### src/rtl/multicycle_control_fsm.sv
// Main control FSM of the multicycle CPU: decodes the IR opcode into datapath selects and strobes,
// sequences each instruction through its states, and counts retired (fetched) instructions.
module multicycle_control_fsm #(
  parameter bit MEM_HANDSHAKE = 1'b1,
  parameter int COUNT_W       = 32
) (
  input  logic               clk,
  input  logic               reset,
  input  logic [5:0]         op,
  input  logic               zero,
  input  logic               mem_ready,
  output logic               ir_write,
  output logic               pc_write,
  output logic               mem_read,
  output logic               mem_write,
  output logic               iord,
  output logic               reg_write,
  output logic               reg_dst,
  output logic               mem_to_reg,
  output logic               alu_src_a,
  output logic [1:0]         alu_src_b,
  output logic [1:0]         alu_op,
  output logic [1:0]         pc_src,
  output logic               illegal_op,
  output logic [3:0]         state,
  output logic [COUNT_W-1:0] instr_count
);

  typedef enum logic [3:0] {
    FETCH   = 4'd0,
    DECODE  = 4'd1,
    MEMADR  = 4'd2,
    MEMRD   = 4'd3,
    MEMWB   = 4'd4,
    MEMWR   = 4'd5,
    EXECUTE = 4'd6,
    ALUWB   = 4'd7,
    BRANCH  = 4'd8,
    ADDIEX  = 4'd9,
    ADDIWB  = 4'd10,
    JUMP    = 4'd11
  } state_t;

  localparam logic [5:0] OP_LW   = 6'b100011;
  localparam logic [5:0] OP_SW   = 6'b101011;
  localparam logic [5:0] OP_RTYP = 6'b000000;
  localparam logic [5:0] OP_BEQ  = 6'b000100;
  localparam logic [5:0] OP_ADDI = 6'b001000;
  localparam logic [5:0] OP_J    = 6'b000010;

  state_t             state_reg, state_next;
  logic [COUNT_W-1:0] count_reg;
  logic               ready;

  assign ready       = MEM_HANDSHAKE ? mem_ready : 1'b1;
  assign state       = state_reg;
  assign instr_count = count_reg;

  always_ff @(posedge clk or posedge reset) begin
    if (reset) begin
      state_reg <= FETCH;
      count_reg <= '0;
    end else begin
      state_reg <= state_next;
      if (ir_write)
        count_reg <= count_reg + {{(COUNT_W-1){1'b0}}, 1'b1};
    end
  end

  always_comb begin
    state_next = state_reg;
    ir_write   = 1'b0;
    pc_write   = 1'b0;
    mem_read   = 1'b0;
    mem_write  = 1'b0;
    iord       = 1'b0;
    reg_write  = 1'b0;
    reg_dst    = 1'b0;
    mem_to_reg = 1'b0;
    alu_src_a  = 1'b0;
    alu_src_b  = 2'b00;
    alu_op     = 2'b00;
    pc_src     = 2'b00;
    illegal_op = 1'b0;
    case (state_reg)
      FETCH: begin
        mem_read  = 1'b1;
        alu_src_b = 2'b01;
        ir_write  = ready;
        pc_write  = ready;
        if (ready) state_next = DECODE;
      end
      DECODE: begin
        alu_src_b = 2'b11;
        case (op)
          OP_LW, OP_SW: state_next = MEMADR;
          OP_RTYP:      state_next = EXECUTE;
          OP_BEQ:       state_next = BRANCH;
          OP_ADDI:      state_next = ADDIEX;
          OP_J:         state_next = JUMP;
          default: begin
            illegal_op = 1'b1;
            state_next = FETCH;
          end
        endcase
      end
      MEMADR: begin
        alu_src_a = 1'b1;
        alu_src_b = 2'b10;
        if (op == OP_LW)      state_next = MEMRD;
        else if (op == OP_SW) state_next = MEMWR;
        else                  state_next = FETCH;
      end
      MEMRD: begin
        iord     = 1'b1;
        mem_read = 1'b1;
        if (ready) state_next = MEMWB;
      end
      MEMWB: begin
        reg_write  = 1'b1;
        mem_to_reg = 1'b1;
        state_next = FETCH;
      end
      MEMWR: begin
        iord      = 1'b1;
        mem_write = 1'b1;
        if (ready) state_next = FETCH;
      end
      EXECUTE: begin
        alu_src_a  = 1'b1;
        alu_op     = 2'b10;
        state_next = ALUWB;
      end
      ALUWB: begin
        reg_write  = 1'b1;
        reg_dst    = 1'b1;
        state_next = FETCH;
      end
      BRANCH: begin
        alu_src_a  = 1'b1;
        alu_op     = 2'b01;
        pc_src     = 2'b01;
        pc_write   = zero;
        state_next = FETCH;
      end
      ADDIEX: begin
        alu_src_a  = 1'b1;
        alu_src_b  = 2'b10;
        state_next = ADDIWB;
      end
      ADDIWB: begin
        reg_write  = 1'b1;
        state_next = FETCH;
      end
      JUMP: begin
        pc_src     = 2'b10;
        pc_write   = 1'b1;
        state_next = FETCH;
      end
      default: state_next = FETCH;
    endcase
    // Async reset must also silence the decode so no strobe is visible before the next edge.
    if (reset) begin
      ir_write   = 1'b0;
      pc_write   = 1'b0;
      mem_read   = 1'b0;
      mem_write  = 1'b0;
      iord       = 1'b0;
      reg_write  = 1'b0;
      reg_dst    = 1'b0;
      mem_to_reg = 1'b0;
      alu_src_a  = 1'b0;
      alu_src_b  = 2'b00;
      alu_op     = 2'b00;
      pc_src     = 2'b00;
      illegal_op = 1'b0;
    end
  end

endmodule

### config.mk
export PLATFORM = sky130hd
export DESIGN_NAME = multicycle_control_fsm
export DESIGN_NICKNAME = d
export VERILOG_FILES = /design/src/rtl/multicycle_control_fsm.sv
export SDC_FILE = /design/constraint.sdc
export NUM_CORES = 1
export LEC_CHECK = 0
export BUFFER_PORTS_ARGS = -buffer_cell sky130_fd_sc_hd__buf_2
export CORE_AREA = 4 4 74 76
export CTS_BUF_LIST = sky130_fd_sc_hd__clkbuf_4 sky130_fd_sc_hd__clkbuf_8 sky130_fd_sc_hd__clkbuf_16
export CTS_CLUSTER_DIAMETER = 50
export CTS_CLUSTER_SIZE = 14
export DETAILED_ROUTE_END_ITERATION = 7
export DIE_AREA = 0 0 78 80
export HOLD_SLACK_MARGIN = 0.03
export PLACE_DENSITY = 0.71
export SYNTH_ARGS = -nofsm -noshare
export SYNTH_HDL_FRONTEND = slang
export SYNTH_SLANG_ARGS = --single-unit
### constraint.sdc
create_clock -name clk -period 3.43 [get_ports clk]
set_input_delay 0.343 -clock clk [delete_from_list [all_inputs] [get_ports clk]]
set_output_delay 0.343 -clock clk [all_outputs]
set_load 0.03 [all_outputs]
After elaboration in Yosys (flattened, before gate mapping)
Index checks and enable logic that the tools add are counted.
Widths: inputs -> output; s select.
{"block": "totals", "wordCells": 66, "output_inout_bits": 52, "reg_bits": 36}
{"block": "classes", "n_addsub": 1, "n_mux": 34, "n_eq_ne": 19, "n_reduce_logical": 10}
{"cell": "$add 32x1->32 const B", "count": 1}
{"cell": "$pmux 4 s7", "count": 1}
{"cell": "$mux 1", "count": 20}
{"cell": "$pmux 4 s5", "count": 1}
{"cell": "$eq 4x3->1 const B", "count": 4}
{"cell": "$eq 4x4->1 const B", "count": 4}
{"cell": "$eq 6x6->1 const B", "count": 2}
{"cell": "$mux 4", "count": 3}
{"cell": "$eq 4x2->1 const B", "count": 2}
{"cell": "$pmux 2 s2", "count": 2}
{"cell": "$reduce_or 2->1", "count": 4}
{"cell": "$eq 6x2->1 const B", "count": 1}
{"cell": "$eq 6x3->1 const B", "count": 1}
{"cell": "$eq 6x4->1 const B", "count": 1}
{"cell": "$logic_not 6->1", "count": 1}
{"cell": "$mux 2", "count": 3}
{"cell": "$mux 3", "count": 2}
{"cell": "$ne 2x2->1 const B", "count": 3}
{"cell": "$pmux 2 s3", "count": 1}
{"cell": "$reduce_or 6->1", "count": 1}
{"cell": "$eq 4x1->1 const B", "count": 1}
{"cell": "$logic_not 4->1", "count": 1}
{"cell": "$reduce_or 4->1", "count": 1}
{"cell": "$pmux 1 s3", "count": 1}
{"cell": "other kinds (2)", "count": 2}

Depth between registers and ports, before layout
{"block": "depth", "ltp_word": 5, "ltp_mapped": 6}

Worst setup path before layout
OpenSTA, ideal clock, no wires.
{"block": "synth_path", "kind": "register to output", "from": "reg state_reg[1], in the netlist state[1]", "to": "out illegal_op", "path_stages_with_launch": 4, "path_buffers": 1, "arrival_ps": 2162, "slack_ps": 925, "path_cell_list": "dfrtp_1 -> buf_2 -> or3_1 -> nor4_1"}
{"block": "synth_between", "elab_chain_len": 3}
{"item": "from (decl)", "line_no": "51", "text": "state_t state_reg, state_next;"}
{"item": "from (signal assigned)", "line_no": "64", "text": "state_reg <= state_next;"}
{"item": "$eq 4x1->1", "line_no": "85", "text": "case (state_reg)"}
{"item": "$mux 1", "line_no": "85"}
{"item": "$mux 1", "line_no": "163", "text": "if (reset) begin"}
{"item": "to (decl)", "line_no": "24", "text": "output logic illegal_op,"}
Every way passes these cells.

Final worst setup path
{"block": "layout_path", "from": "reg state_reg[1], in the netlist state[1]", "to": "out pc_write"}
{"block": "layout_between", "elab_chain_len": 3, "word_cells_on_any_way": 5}
{"item": "$eq 4x4->1 or $logic_not 4->1 (tied branches)", "line_no": "85"}
{"item": "$pmux 1 s3 (*)", "line_no": "85"}
{"item": "$mux 1 (*)", "line_no": "163"}
{"item": "to (decl)", "line_no": "13", "text": "output logic pc_write,"}
Mark *: on every way between the ends. The rest lies on a longest branch, timed or not.

==> results.yml <==
outcome:
  status: "complete, no violations"
sta:
  finalSetupViolations: 0
  fin_setup_tns_ps: 0
  maxSlewHeadroom_pct: 27.75
  post-route-period-util_pct: 73.38
  fmax_mhz: 397.3
  period_needed_ps: 2517
  skew_ps: 8.227
  final_hold_viol_count: 0
  rsz0062_at_grt: "no"
  worstMarginPinSlew_ps: 1083
  slew_viol_final: 0
synth:
  synth_top_family_by_area: "simple AND/OR/NAND/NOR gates"
  yosysSeqAreaShare_pct: 42.53
  netlist_instances: 223
  yosysMostFrequentCell: "dfrtp_1"
  synth_ff_type: "dfrtp_1"
  synth-seq-cells: 36
  synth_nets: 234
  synth_compound_area_share_pct: 6.438
  synth_edf_count: 0
  syn_area_per_cell_sq_um: 9.499
  ys_warn_count: 0
  synth_top_area_cell: "dfrtp_1"
  netlist_top_cells_area: "dfrtp_1, xor2_1, xnor2_1"
  synth_top_area_share_pct: 42.53
  ys_types: 41
  synthMuxAreaShare_pct: 1.063
  synth_simple_gate_area_share_pct: 30.77
  synthAdderAreaFrac_pct: 0.5907
  synth.cell_area_sq_um: 2118
  synth_xor_area_share_pct: 13.64
  yosys-top-cells-count: "dfrtp_1, xor2_1, nor2_1, nor3_1, nand2_1"
  synth_async_sr_flop_share_pct: 100.0
die:
  ioPinCount: 62
  rows: 25
  die_y_microns: 80
  start_util_pct: 44.85
  die_w_microns: 78
  dieArea_sq_um: 6240
  coreArea_sq_um: 4723
place:
  gp_congestion: 0.8476
  placed_area_sq_um: 2451
  dp_hpwl_mm: 3.408
  io_buffers: 61
pwr:
  pwr-share-seq_pct: 48.4
  ir_worst_vdd_mv: 0.1704
  internal_power_mw: 0.6876
  power_frac_comb_pct: 23.9
  swShare_pct: 33.89
  power_frac_clock_pct: 27.7
  powerDensity_nw_per_um2: 410.7
  switching_power_mw: 0.3525
  leakage_nw: 1.294
clock_network:
  cts_resized: 0
  ctsLongestPathBuffers: 2
  cts_buffers: 5
  cts_hold_buf: 0
  cts_num_sinks: 36
  post-cts-setup-buffers: 0
  cts_tree: "built"
  clkLatencyLatePin_ps: 290
  htreeDepth: 2
  path_clk_slew_ps: 70
  cts-root-buf: "clkbuf_8"
run:
  cap_violations: 0
setup_path:
  r2r-start: "state[2]"
  worstSetupStartpoint: "state[1]"
  regToRegSetupSlack_ps: 1230
  critical_path_arrival_ps: 2170
  worst_ep_required_time_ps: 3090
  worst_r2r_endpoint: "instr_count[24]"
  worstSetupEndpointType: "primary output"
  worstSetupEndpoint: "pc_write"
  r2r_cells: 4
  crit_type: "register to primary output"
  crit_fanout: 20
  cp-start-kind: "register"
route:
  ant_nets: 0
  num_vias: 1781
  wirelength_mm: 4.636
  drc_errors: 0
  wl_per_cell_microns: 13.36
  vias_per_cell: 5.133
  drtIter0Drc: 82
  dr.pass1.iters: 4
layout:
  area_delta_synth_final_pct: 19.55
  final_nets: 291
  fill_cells: 426
  final_area_sq_um: 2532
  largest_reg_flops: 32
  antenna_cells: 0
  drive_above_1_share_pct: 30.36
  final_core_util_pct: 53.62
global_route:
  grt_pass1_vias: 1725
  grt_pass1_wl_mm: 7.962
  grt_usage_pct: 15.99
  grt.overflow.total: 0
  grt_max_degree: 30
  antenna_found_initial: 0
worst_hold_path:
  worstHoldPathType: "input pin to async pin"
## layout by cell type, fill, tap and decap left out, types with 8 or more instances in the layout
cell type	Yosys	final
nand2b_1	8	8
nor2_1	17	17
xor2_1	22	22
inv_1	11	11
dfrtp_1	36	36
nand2_1	15	15
buf_2	3	61
xnor2_1	11	11
nor3_1	16	16
nand3_1	10	10
## layout make-up
| cell class | instances | area, sq um | share of cell area [%] |
|---|---|---|---|
| Tap cell | 67 | 83.83 | 3.310 |
| Timing Repair Buffer | 62 | 312.8 | 12.35 |
| Multi-Input combinational cell | 164 | 1112 | 43.92 |
| Clock inverter | 1 | 5.005 | 0.1976 |
| Clock buffer | 6 | 76.32 | 3.014 |
| Sequential cell | 36 | 900.9 | 35.57 |
| Inverter | 11 | 41.29 | 1.630 |
## cells by family after synthesis
group / after synthesis
flip-flops: 36
multiplexers: 2
XOR/XNOR: 33
AND/OR/NAND/NOR: 106
buffers and inverters: 23
adder cells (fa/ha/maj): 1
AO/OA/AOI/OAI: 22
## worst min path at each step
| stage | to | slack [ps] | from | depth (start not counted) |
|---|---|---|---|---|
| floorplan | state[1] | 540 | op[3] | 2 |
| global route | state[2] | 440 | op[3] | 3 |
| finish | instr_count[5] | 420 | reset | 2 |
| detailed placement | instr_count[31] | 460 | instr_count[31] | 1 |
| CTS | state[0] | 410 | op[5] | 4 |
| global placement | instr_count[31] | 450 | instr_count[31] | 1 |
## stage by stage
step	total power [mW]	std cells	hold WS, ps	setup WS (ps)
2_1_floorplan	0.6860	223	536.5	925.4
6_report	1.040	347	423.8	912.9
4_1_cts	1.054	347	413.3	904.4
3_3_place_gp	0.7582	340	453.2	1240
3_5_place_dp	0.7645	340	459.4	1193
5_1_grt	1.101	347	442.4	762.1
## power by group through the flow
stage	clock network [mW]	registers (mW)	logic, mW
after global routing	0.317	0.513	0.271
after floorplan	0	0.558	0.128
after CTS	0.298	0.505	0.252
final	0.288	0.503	0.248
after detailed placement	0	0.513	0.252
after global placement	0	0.512	0.246
## per-layer routing
layer	vias up	share of wire [%]	routed length (microns)	GRT usage, %
li1	887	-	-	-
met2	42	47	2172	25.51
met1	846	46	2139	20.28
met5	-	0	0	0
met4	0	1.8	82	6.294
met3	6	5.2	241	4.853
## worst max-delay path, cell delays in order, from the launching register on
cell and delay [ps]:
dfrtp_1 600, or3_1 570, nor4_4 350, or2_2 190, buf_2 190
Note: power is estimated with default switching activity, not from simulation.
